$ cat src/rtl/lcd_cmd_sequencer_if.sv
// lcd_cmd_sequencer_if
// Bundles the command-ROM port, the LCD_CTRL command/handshake signals and
// the sequencer status outputs. The sequencer attaches through the master
// modport. The surrounding system (CROM, LCD_CTRL, top level) attaches
// through the slave modport.
interface lcd_cmd_sequencer_if #(
  parameter int CROM_AW = 6
);
  logic               start;
  logic               CROM_rd;
  logic [CROM_AW-1:0] CROM_A;
  logic [3:0]         CROM_Q;
  logic [3:0]         cmd;
  logic               cmd_valid;
  logic               busy;
  logic               done;
  logic               seq_busy;
  logic               seq_done;
  logic               seq_err;
  logic [CROM_AW:0]   cmd_cnt;

  modport master (
    input  start, CROM_Q, busy, done,
    output CROM_rd, CROM_A, cmd, cmd_valid, seq_busy, seq_done, seq_err, cmd_cnt
  );

  modport slave (
    output start, CROM_Q, busy, done,
    input  CROM_rd, CROM_A, cmd, cmd_valid, seq_busy, seq_done, seq_err, cmd_cnt
  );
endinterface

$ cat src/rtl/lcd_cmd_sequencer.sv
// lcd_cmd_sequencer
// Walks a 4-bit command script held in a synchronous command ROM and hands
// each command to LCD_CTRL, one at a time, paced by LCD_CTRL busy. The script
// ends at the Write command (0). After Write, the sequencer waits for
// LCD_CTRL done and then pulses seq_done. A missing Write, or a stall longer
// than TIMEOUT cycles, ends the run with the sticky seq_err flag instead.
//
// Every output is registered. The issue decision is taken in ISSUE, and the
// cmd_valid strobe therefore appears on the following cycle. During that
// cycle the machine is already in GAP, so the strobe is never followed
// back-to-back by another one.
//
// Optional build macro: LCD_SEQ_ILLEGAL_SKIP_EN
//   defined   - opcodes 12..15 read from the ROM are skipped, not issued.
//   undefined - opcodes 12..15 are issued like any other command.
module lcd_cmd_sequencer #(
  parameter int CROM_AW = 6,
  parameter int TIMEOUT = 1024
) (
  input logic                 clk,
  input logic                 reset,
  lcd_cmd_sequencer_if.master bus
);

  typedef enum logic [3:0] {
    IDLE,
    WAIT_INIT,
    FETCH,
    LATCH,
    ISSUE,
    GAP,
    WAIT_DONE,
    FINISH,
    ERR
  } state_t;

  localparam logic [CROM_AW-1:0] ADDR_LAST  = {CROM_AW{1'b1}};
  localparam logic [CROM_AW-1:0] ADDR_ONE   = CROM_AW'(1);
  localparam logic [CROM_AW:0]   CNT_MAX    = {1'b1, {CROM_AW{1'b0}}};
  localparam logic [CROM_AW:0]   CNT_ONE    = (CROM_AW + 1)'(1);
  localparam logic [10:0]        TIMER_LAST = 11'(TIMEOUT - 1);
  localparam logic [10:0]        TIMER_SAT  = 11'h7FF;
  localparam logic [3:0]         OP_WRITE   = 4'd0;

  state_t             state_q;
  logic [10:0]        timer_q;
  logic               CROM_rd_q;
  logic [CROM_AW-1:0] CROM_A_q;
  logic [3:0]         cmd_q;
  logic               cmd_valid_q;
  logic               seq_busy_q;
  logic               seq_done_q;
  logic               seq_err_q;
  logic [CROM_AW:0]   cmd_cnt_q;

  // Sequencer FSM with all outputs registered. The timer restarts on every state change and saturates while a state is held.
  always_ff @(posedge clk or negedge reset) begin
    if (!reset) begin
      state_q     <= IDLE;
      timer_q     <= '0;
      CROM_rd_q   <= 1'b0;
      CROM_A_q    <= '0;
      cmd_q       <= '0;
      cmd_valid_q <= 1'b0;
      seq_busy_q  <= 1'b0;
      seq_done_q  <= 1'b0;
      seq_err_q   <= 1'b0;
      cmd_cnt_q   <= '0;
    end else begin
      timer_q <= (timer_q == TIMER_SAT) ? timer_q : timer_q + 11'd1;
      case (state_q)
        IDLE: begin
          if (bus.start) begin
            state_q    <= WAIT_INIT;
            timer_q    <= '0;
            seq_busy_q <= 1'b1;
            seq_err_q  <= 1'b0;
            cmd_cnt_q  <= '0;
            CROM_A_q   <= '0;
          end
        end

        WAIT_INIT: begin
          if (!bus.busy) begin
            state_q   <= FETCH;
            timer_q   <= '0;
            CROM_rd_q <= 1'b1;
          end else if (timer_q == TIMER_LAST) begin
            state_q   <= ERR;
            timer_q   <= '0;
            seq_err_q <= 1'b1;
          end
        end

        FETCH: begin
          state_q   <= LATCH;
          timer_q   <= '0;
          CROM_rd_q <= 1'b0;
        end

        LATCH: begin
          timer_q <= '0;
`ifdef LCD_SEQ_ILLEGAL_SKIP_EN
          if (bus.CROM_Q >= 4'd12) begin
            if (CROM_A_q == ADDR_LAST) begin
              state_q   <= ERR;
              seq_err_q <= 1'b1;
            end else begin
              state_q   <= FETCH;
              CROM_A_q  <= CROM_A_q + ADDR_ONE;
              CROM_rd_q <= 1'b1;
            end
          end else begin
            state_q <= ISSUE;
            cmd_q   <= bus.CROM_Q;
          end
`else
          state_q <= ISSUE;
          cmd_q   <= bus.CROM_Q;
`endif
        end

        ISSUE: begin
          if (!bus.busy) begin
            state_q     <= GAP;
            timer_q     <= '0;
            cmd_valid_q <= 1'b1;
            if (cmd_cnt_q != CNT_MAX) begin
              cmd_cnt_q <= cmd_cnt_q + CNT_ONE;
            end
          end
        end

        GAP: begin
          timer_q     <= '0;
          cmd_valid_q <= 1'b0;
          if (cmd_q == OP_WRITE) begin
            state_q <= WAIT_DONE;
          end else if (CROM_A_q == ADDR_LAST) begin
            state_q   <= ERR;
            seq_err_q <= 1'b1;
          end else begin
            state_q   <= FETCH;
            CROM_A_q  <= CROM_A_q + ADDR_ONE;
            CROM_rd_q <= 1'b1;
          end
        end

        WAIT_DONE: begin
          if (bus.done) begin
            state_q    <= FINISH;
            timer_q    <= '0;
            seq_done_q <= 1'b1;
          end else if (timer_q == TIMER_LAST) begin
            state_q   <= ERR;
            timer_q   <= '0;
            seq_err_q <= 1'b1;
          end
        end

        FINISH: begin
          state_q    <= IDLE;
          timer_q    <= '0;
          seq_done_q <= 1'b0;
          seq_busy_q <= 1'b0;
        end

        ERR: begin
          state_q    <= IDLE;
          timer_q    <= '0;
          seq_busy_q <= 1'b0;
        end

        default: begin
          state_q     <= IDLE;
          timer_q     <= '0;
          CROM_rd_q   <= 1'b0;
          cmd_valid_q <= 1'b0;
          seq_done_q  <= 1'b0;
          seq_busy_q  <= 1'b0;
        end
      endcase
    end
  end

  assign bus.CROM_rd   = CROM_rd_q;
  assign bus.CROM_A    = CROM_A_q;
  assign bus.cmd       = cmd_q;
  assign bus.cmd_valid = cmd_valid_q;
  assign bus.seq_busy  = seq_busy_q;
  assign bus.seq_done  = seq_done_q;
  assign bus.seq_err   = seq_err_q;
  assign bus.cmd_cnt   = cmd_cnt_q;

endmodule

$ cat src/flat_wrapper.sv
// flat-port wrapper written by rule: the top's interface ports become plain ports
module lcd_cmd_sequencer_flat 
#(
  parameter int CROM_AW = 6,
  parameter int TIMEOUT = 1024
)
  (clk, reset, bus_start, bus_CROM_Q, bus_busy, bus_done, bus_CROM_rd, bus_CROM_A, bus_cmd, bus_cmd_valid, bus_seq_busy, bus_seq_done, bus_seq_err, bus_cmd_cnt);
  lcd_cmd_sequencer_if #(.CROM_AW(CROM_AW)) bus_i ();
  input logic clk;
  input logic reset;
  input wire logic [$bits(bus_i.start)-1:0] bus_start;
  input wire logic [$bits(bus_i.CROM_Q)-1:0] bus_CROM_Q;
  input wire logic [$bits(bus_i.busy)-1:0] bus_busy;
  input wire logic [$bits(bus_i.done)-1:0] bus_done;
  output wire logic [$bits(bus_i.CROM_rd)-1:0] bus_CROM_rd;
  output wire logic [$bits(bus_i.CROM_A)-1:0] bus_CROM_A;
  output wire logic [$bits(bus_i.cmd)-1:0] bus_cmd;
  output wire logic [$bits(bus_i.cmd_valid)-1:0] bus_cmd_valid;
  output wire logic [$bits(bus_i.seq_busy)-1:0] bus_seq_busy;
  output wire logic [$bits(bus_i.seq_done)-1:0] bus_seq_done;
  output wire logic [$bits(bus_i.seq_err)-1:0] bus_seq_err;
  output wire logic [$bits(bus_i.cmd_cnt)-1:0] bus_cmd_cnt;
  assign bus_i.start = bus_start;
  assign bus_i.CROM_Q = bus_CROM_Q;
  assign bus_i.busy = bus_busy;
  assign bus_i.done = bus_done;
  assign bus_CROM_rd = bus_i.CROM_rd;
  assign bus_CROM_A = bus_i.CROM_A;
  assign bus_cmd = bus_i.cmd;
  assign bus_cmd_valid = bus_i.cmd_valid;
  assign bus_seq_busy = bus_i.seq_busy;
  assign bus_seq_done = bus_i.seq_done;
  assign bus_seq_err = bus_i.seq_err;
  assign bus_cmd_cnt = bus_i.cmd_cnt;
  lcd_cmd_sequencer #(.CROM_AW(CROM_AW), .TIMEOUT(TIMEOUT)) u_core (.clk(clk), .reset(reset), .bus(bus_i));
endmodule
$ cat config.mk
export PLATFORM = sky130hd
export DESIGN_NAME = lcd_cmd_sequencer_flat
export DESIGN_NICKNAME = d
export VERILOG_FILES = /design/src/rtl/lcd_cmd_sequencer_if.sv /design/src/rtl/lcd_cmd_sequencer.sv /design/src/flat_wrapper.sv
export SDC_FILE = /design/constraint.sdc
export NUM_CORES = 1
export LEC_CHECK = 0
export ABC_AREA = 1
export CAP_MARGIN = 20
export CORE_UTILIZATION = 40
export DETAILED_ROUTE_END_ITERATION = 12
export PLACE_DENSITY = 0.57
export SLEW_MARGIN = 20
export SYNTH_ARGS = -nofsm -noshare
export SYNTH_HDL_FRONTEND = slang
export SYNTH_SLANG_ARGS = --single-unit
$ cat constraint.sdc
create_clock -name clk -period 2.1 [get_ports clk]
set_clock_uncertainty 0.2 [all_clocks]
set_input_delay 0.525 -clock clk [delete_from_list [all_inputs] [get_ports clk]]
set_output_delay 0.525 -clock clk [all_outputs]
set_load 0.02 [all_outputs]
-- After elaboration in Yosys (flattened, before gate mapping)
Index checks and enable logic that the tools add are counted.
- word-level logic and storage cells: 95
- output and inout port bits: 22
- latch bits: 0
- ROM bits: 0
- RAM bits: 0
- input bits: 9
- register bits after elaboration: 37
- memories: 0
- reduce and logical (&&, ||, !) cells: 17
- shift-type cells: 0
- div/mod/pow operators: 0
- bitwise operators: 4
- muxes and demuxes: 39
- add/sub/neg operators: 3
- magnitude comparators: 0
- equal/unequal tests: 22
- multipliers: 0
- operators with widths (operator ; number):
    $mux 11 ; 6
    $pmux 11 s4 ; 1
    $mux 4 ; 7
    $pmux 4 s7 ; 1
    $mux 7 ; 3
    $mux 6 ; 3
    $eq 4x3->1 const B ; 4
    $ne 2x2->1 const B ; 8
    $pmux 7 s2 ; 1
    $reduce_or 7->1 ; 2
    $pmux 6 s2 ; 1
    $reduce_and 4->1 ; 3
    $reduce_or 6->1 ; 2
    $add 11x1->11 const B ; 1
    $eq 11x10->1 const B ; 1
    $eq 11x11->1 const B ; 1
    $mux 1 ; 11
    $eq 4x2->1 const B ; 2
    $logic_not 4->1 ; 2
    $reduce_and 2->1 ; 4
    $add 7x1->7 const B ; 1
    $ne 7x7->1 const B ; 1
    $add 6x1->6 const B ; 1
    $eq 6x6->1 const B ; 1
    10 further kinds ; 17

-- Logic depth before layout (Yosys ltp)
- depth in word-level cells: 5
- depth in mapped cells: 10
- gate-level depth less buffers: 10

-- Worst setup path after synthesis
No wires, ideal clock.
- path type: reg-to-reg
- start point: register u_core.cmd_cnt_q[0] (netlist: u_core.bus.cmd_cnt[0])
- end point: register u_core.cmd_cnt_q[2] (netlist: u_core.bus.cmd_cnt[2])
- slack: 0.421 ns
- period minus slack after synthesis: 1.679 ns
- arrival: 1.358 ns
- stages on the path, launching flop included: 11
- path buffers: 1
- cell sequence: dfrtp_1 -> inv_1 -> ha_1 -> nand2_1 -> nand3b_1 -> nand2_1 -> nand2_1 -> nand2_4 -> buf_6 -> nand2_1 -> o21ai_1
- word-level cells in the longest chain between the ends: 4
- elaborated cells on any way between the ends: 7
- classes of those cells: add/sub: 1; eq/ne: 2; mux: 3; reduce/logical: 1
- ends and longest elaborated chain (what ; line ; RTL):
    from (decl) ; lcd_cmd_sequencer.sv:54 ; logic [CROM_AW:0] cmd_cnt_q;
    from (signal assigned) ; lcd_cmd_sequencer.sv:129 ; cmd_cnt_q <= cmd_cnt_q + CNT_ONE;
    $add 7x1->7 ; lcd_cmd_sequencer.sv:129 ;
    $mux 7 ; lcd_cmd_sequencer.sv:128 ; if (cmd_cnt_q != CNT_MAX) begin
    $mux 7 ; lcd_cmd_sequencer.sv:124 ; if (!bus.busy) begin
    $pmux 7 s2 ; lcd_cmd_sequencer.sv:71 ; case (state_q)
Several ways; a longest one is shown, not always the timed one. The select of a mux whose other input is x is not followed.
A chain may end at the register's enable or synchronous reset.

-- Final worst setup path
- start point: register u_core.CROM_A_q[1] (netlist: u_core.bus.CROM_A[1])
- end point: output port bus_CROM_A[1]
- RTL lines (what ; line ; RTL):
    from (decl) ; lcd_cmd_sequencer.sv:48 ; logic [CROM_AW-1:0] CROM_A_q;
    from (signal assigned) ; lcd_cmd_sequencer.sv:144 ; CROM_A_q <= CROM_A_q + ADDR_ONE;
    to (decl) ; flat_wrapper.sv:16 ; output wire logic [$bits(bus_i.CROM_A)-1:0] bus_CROM_A;
No word-level cell between the ends.

==> run metrics <==
width of the die 77.9 um; Syn Inst Count 330; slowest stage cell, crit path clkdlybuf4s50_1; status finished, final reports clean; Initial Utilization 0.416; Worst-Margin Slew 0.418 ns; Top Family by Delay on Critical Path buffers and inverters; slowest stage delay, CP 0.63 ns; Yosys warnings 0; max-cap violation count 0; mapped cell area 2310 um2; post-synthesis register bit count 37; Final nets 385; Vias 2103; Slew headroom 0.719; CTS Buffer Depth 2; CTS tree yes; Die Y 77.9 um; top post-synthesis cells by area dfrtp_1 40%, nand2_1 17%, inv_1 7.5%; switching share of power 0.444; share of cells above drive strength 1 0.0860; TritonCTS Sinks 37; # H-tree levels 2; syn_nets 343; Setup TNS 0 ns; Tot GR Track Use 0.183; Arrival @ worst endpoint 1.33 ns; Pint 1610 uW; vias in the first global route 2001; Crit Path Max Fanout 4; post-route ant nets 0; P&R area growth vs syn 23.1%; Via-to-Cell Ratio 4.74; met3 Use GR 0.0388; core area 5540 um2; category of the critical setup timing path flip-flop to output pin; FF-to-FF End u_core.state_q[1]; most used routing layer met2; Max Fclk 486 MHz; Crit Reg-Reg Startpoint u_core.timer_q[0]; post-synthesis cell type count 27; # setup viols final 0; R2R setup slack 0.19 ns; global-route wire length before repair 8760 um; Worst VDD drop 0.596 mV; drt wl/cell 11.2 um; TritonCTS buffer count 5; endpoint class of the critical path output pin; most common cell after layout, fill and taps aside nand2_1; Final Max Tran Viols 0; Reg2Reg Depth 7; initial antenna violation count 0; grt total ovfl 0; Hold Crit Class flip-flop to flip-flop; hold worst-path end u_core.bus.CROM_rd; Ant. Diodes 0; M1 GR Usage 0.237; syn avg cell area 6.99 um2; Critical Path RT 1.37 ns; unrepaired setup endpoints after global routing no; Final Util 0.512; fin crit period 2.06 ns; WL final 4990 um; register share of total power 0.341; Static Leak 0.00152 uW; GR Util met2 0.301; largest net degree at the start of global routing 38; sequential area share after synthesis 0.402; first-iteration detailed-routing DRC count 96; dpl hpwl 3730 um; final worst path period share 0.980; PD cells 1020 nW/um2; IO buf count 30; post-CTS setup buffers 0; P_sw 1280 uW; clock power share 0.177; Worst setup SP type flip-flop; FP Rows 27; IO Pins 31; Gate power share 0.482; die area 6070 um2; DRC viols 0; Final Hold Fails 0; number of cells on the worst hold path 2; worst skew pair latency 0.29 ns; GP Congestion 0.986; hold path start u_core.bus.CROM_rd; most frequent cells in the layout 105 x nand2_1, 46 x inv_1, 37 x dfrtp_1; DRT Pass-1 Iters 5; post-synth top area share 0.402; leading area contributor after synthesis dfrtp_1; Clock transition at path regs 0.07 ns; clk root buf clkbuf_8; crit path buf inv count 1; cell chain of the critical path clkdlybuf4s50_1
power groups by stage:
stage               Combinational, uW  Sequential (uW)  Clock, uW
floorplan                         885             1090          0
global placement                 1400              995          0
detailed placement               1400              991          0
CTS                              1400              983        530
global route                     1570             1000        554
finish                           1390              984        510
routing by layer:
metal	up-vias	wire [um]
li1	1114	-
met2	42	2300
met1	941	2440
met4	0	68
met3	6	187
met5	-	0
cell type report:
type                    count  area, um2
well taps                  72       90.1
multi-input cells         240       1170
repair buffers             37        373
inverters                  51        191
flip-flops and latches     37        926
clock buffers               7       86.3
fillers                   572       2700
kinds of logic after synthesis:
group,Yosys count,share of synthesized area
compound gates,35,0.0808
fa+ha+maj,4,0.0217
buf+inv,53,0.0901
flops,37,0.402
xor+xnor,6,0.0228
simple gates,195,0.383
cells in the mapped netlist:
cell type,instances
nand4_1,6
nor3_1,5
nor2_8,1
a21oi_2,1
nand3_1,28
buf_2,1
nor2_4,2
nand3b_2,1
clkinv_1,1
ha_1,4
inv_1,46
a21oi_1,6
or2_2,1
buf_6,1
o21ai_1,11
nor2_2,1
xnor2_1,4
o21ai_0,14
nor2_1,34
inv_2,4
xor2_1,2
nand2_4,4
nand2_1,105
o21bai_1,3
nand3b_1,3
dfrtp_1,37
nand2_2,4
sequential cells by signal (all words and copies together) (netlist names):
signal / cells
u_core.bus.CROM_A: 6
u_core.bus.CROM_rd: 1
u_core.bus.cmd: 4
u_core.bus.cmd_cnt: 7
u_core.bus.cmd_valid: 1
u_core.bus.seq_busy: 1
u_core.bus.seq_done: 1
u_core.bus.seq_err: 1
u_core.state_q: 4
u_core.timer_q: 11
how the worst max path moves through the flow:
stage	startpoint	end	slack (ns)	depth (start not counted)
2_1_floorplan	u_core.bus.cmd_cnt[0]	u_core.bus.cmd_cnt[2]	0.42	10
3_3_place_gp	bus_start	u_core.bus.cmd_cnt[4]	0.07	8
3_5_place_dp	bus_busy	u_core.timer_q[3]	0.05	7
4_1_cts	u_core.bus.CROM_A[5]	bus_CROM_A[5]	0.002	1
5_1_grt	u_core.bus.CROM_A[1]	bus_CROM_A[1]	0.005	1
6_report	u_core.bus.CROM_A[1]	bus_CROM_A[1]	0.04	1
per-stage QoR:
step	total power (uW)	hold slack (ns)	setup WS, ns	std cells	cell area [um2]
final	2890	0.279	0.0410	444	2840
after global routing	3130	0.303	0.00464	444	2840
after CTS	2920	0.283	0.00232	444	2830
after detailed placement	2390	0.263	0.0512	436	2730
after global placement	2390	0.263	0.0735	436	2730
after floorplan	1980	0.0294	0.421	330	2310
repair_timing:
item                                    4_1_cts  5_1_grt
hold endpoints to repair                     19        0
cloned                                        0        0
hold buffers                                  1        0
endpoints found under the setup margin        2        5
gates resized for setup                       2        5
Note: power is estimated with default switching activity, not from simulation.
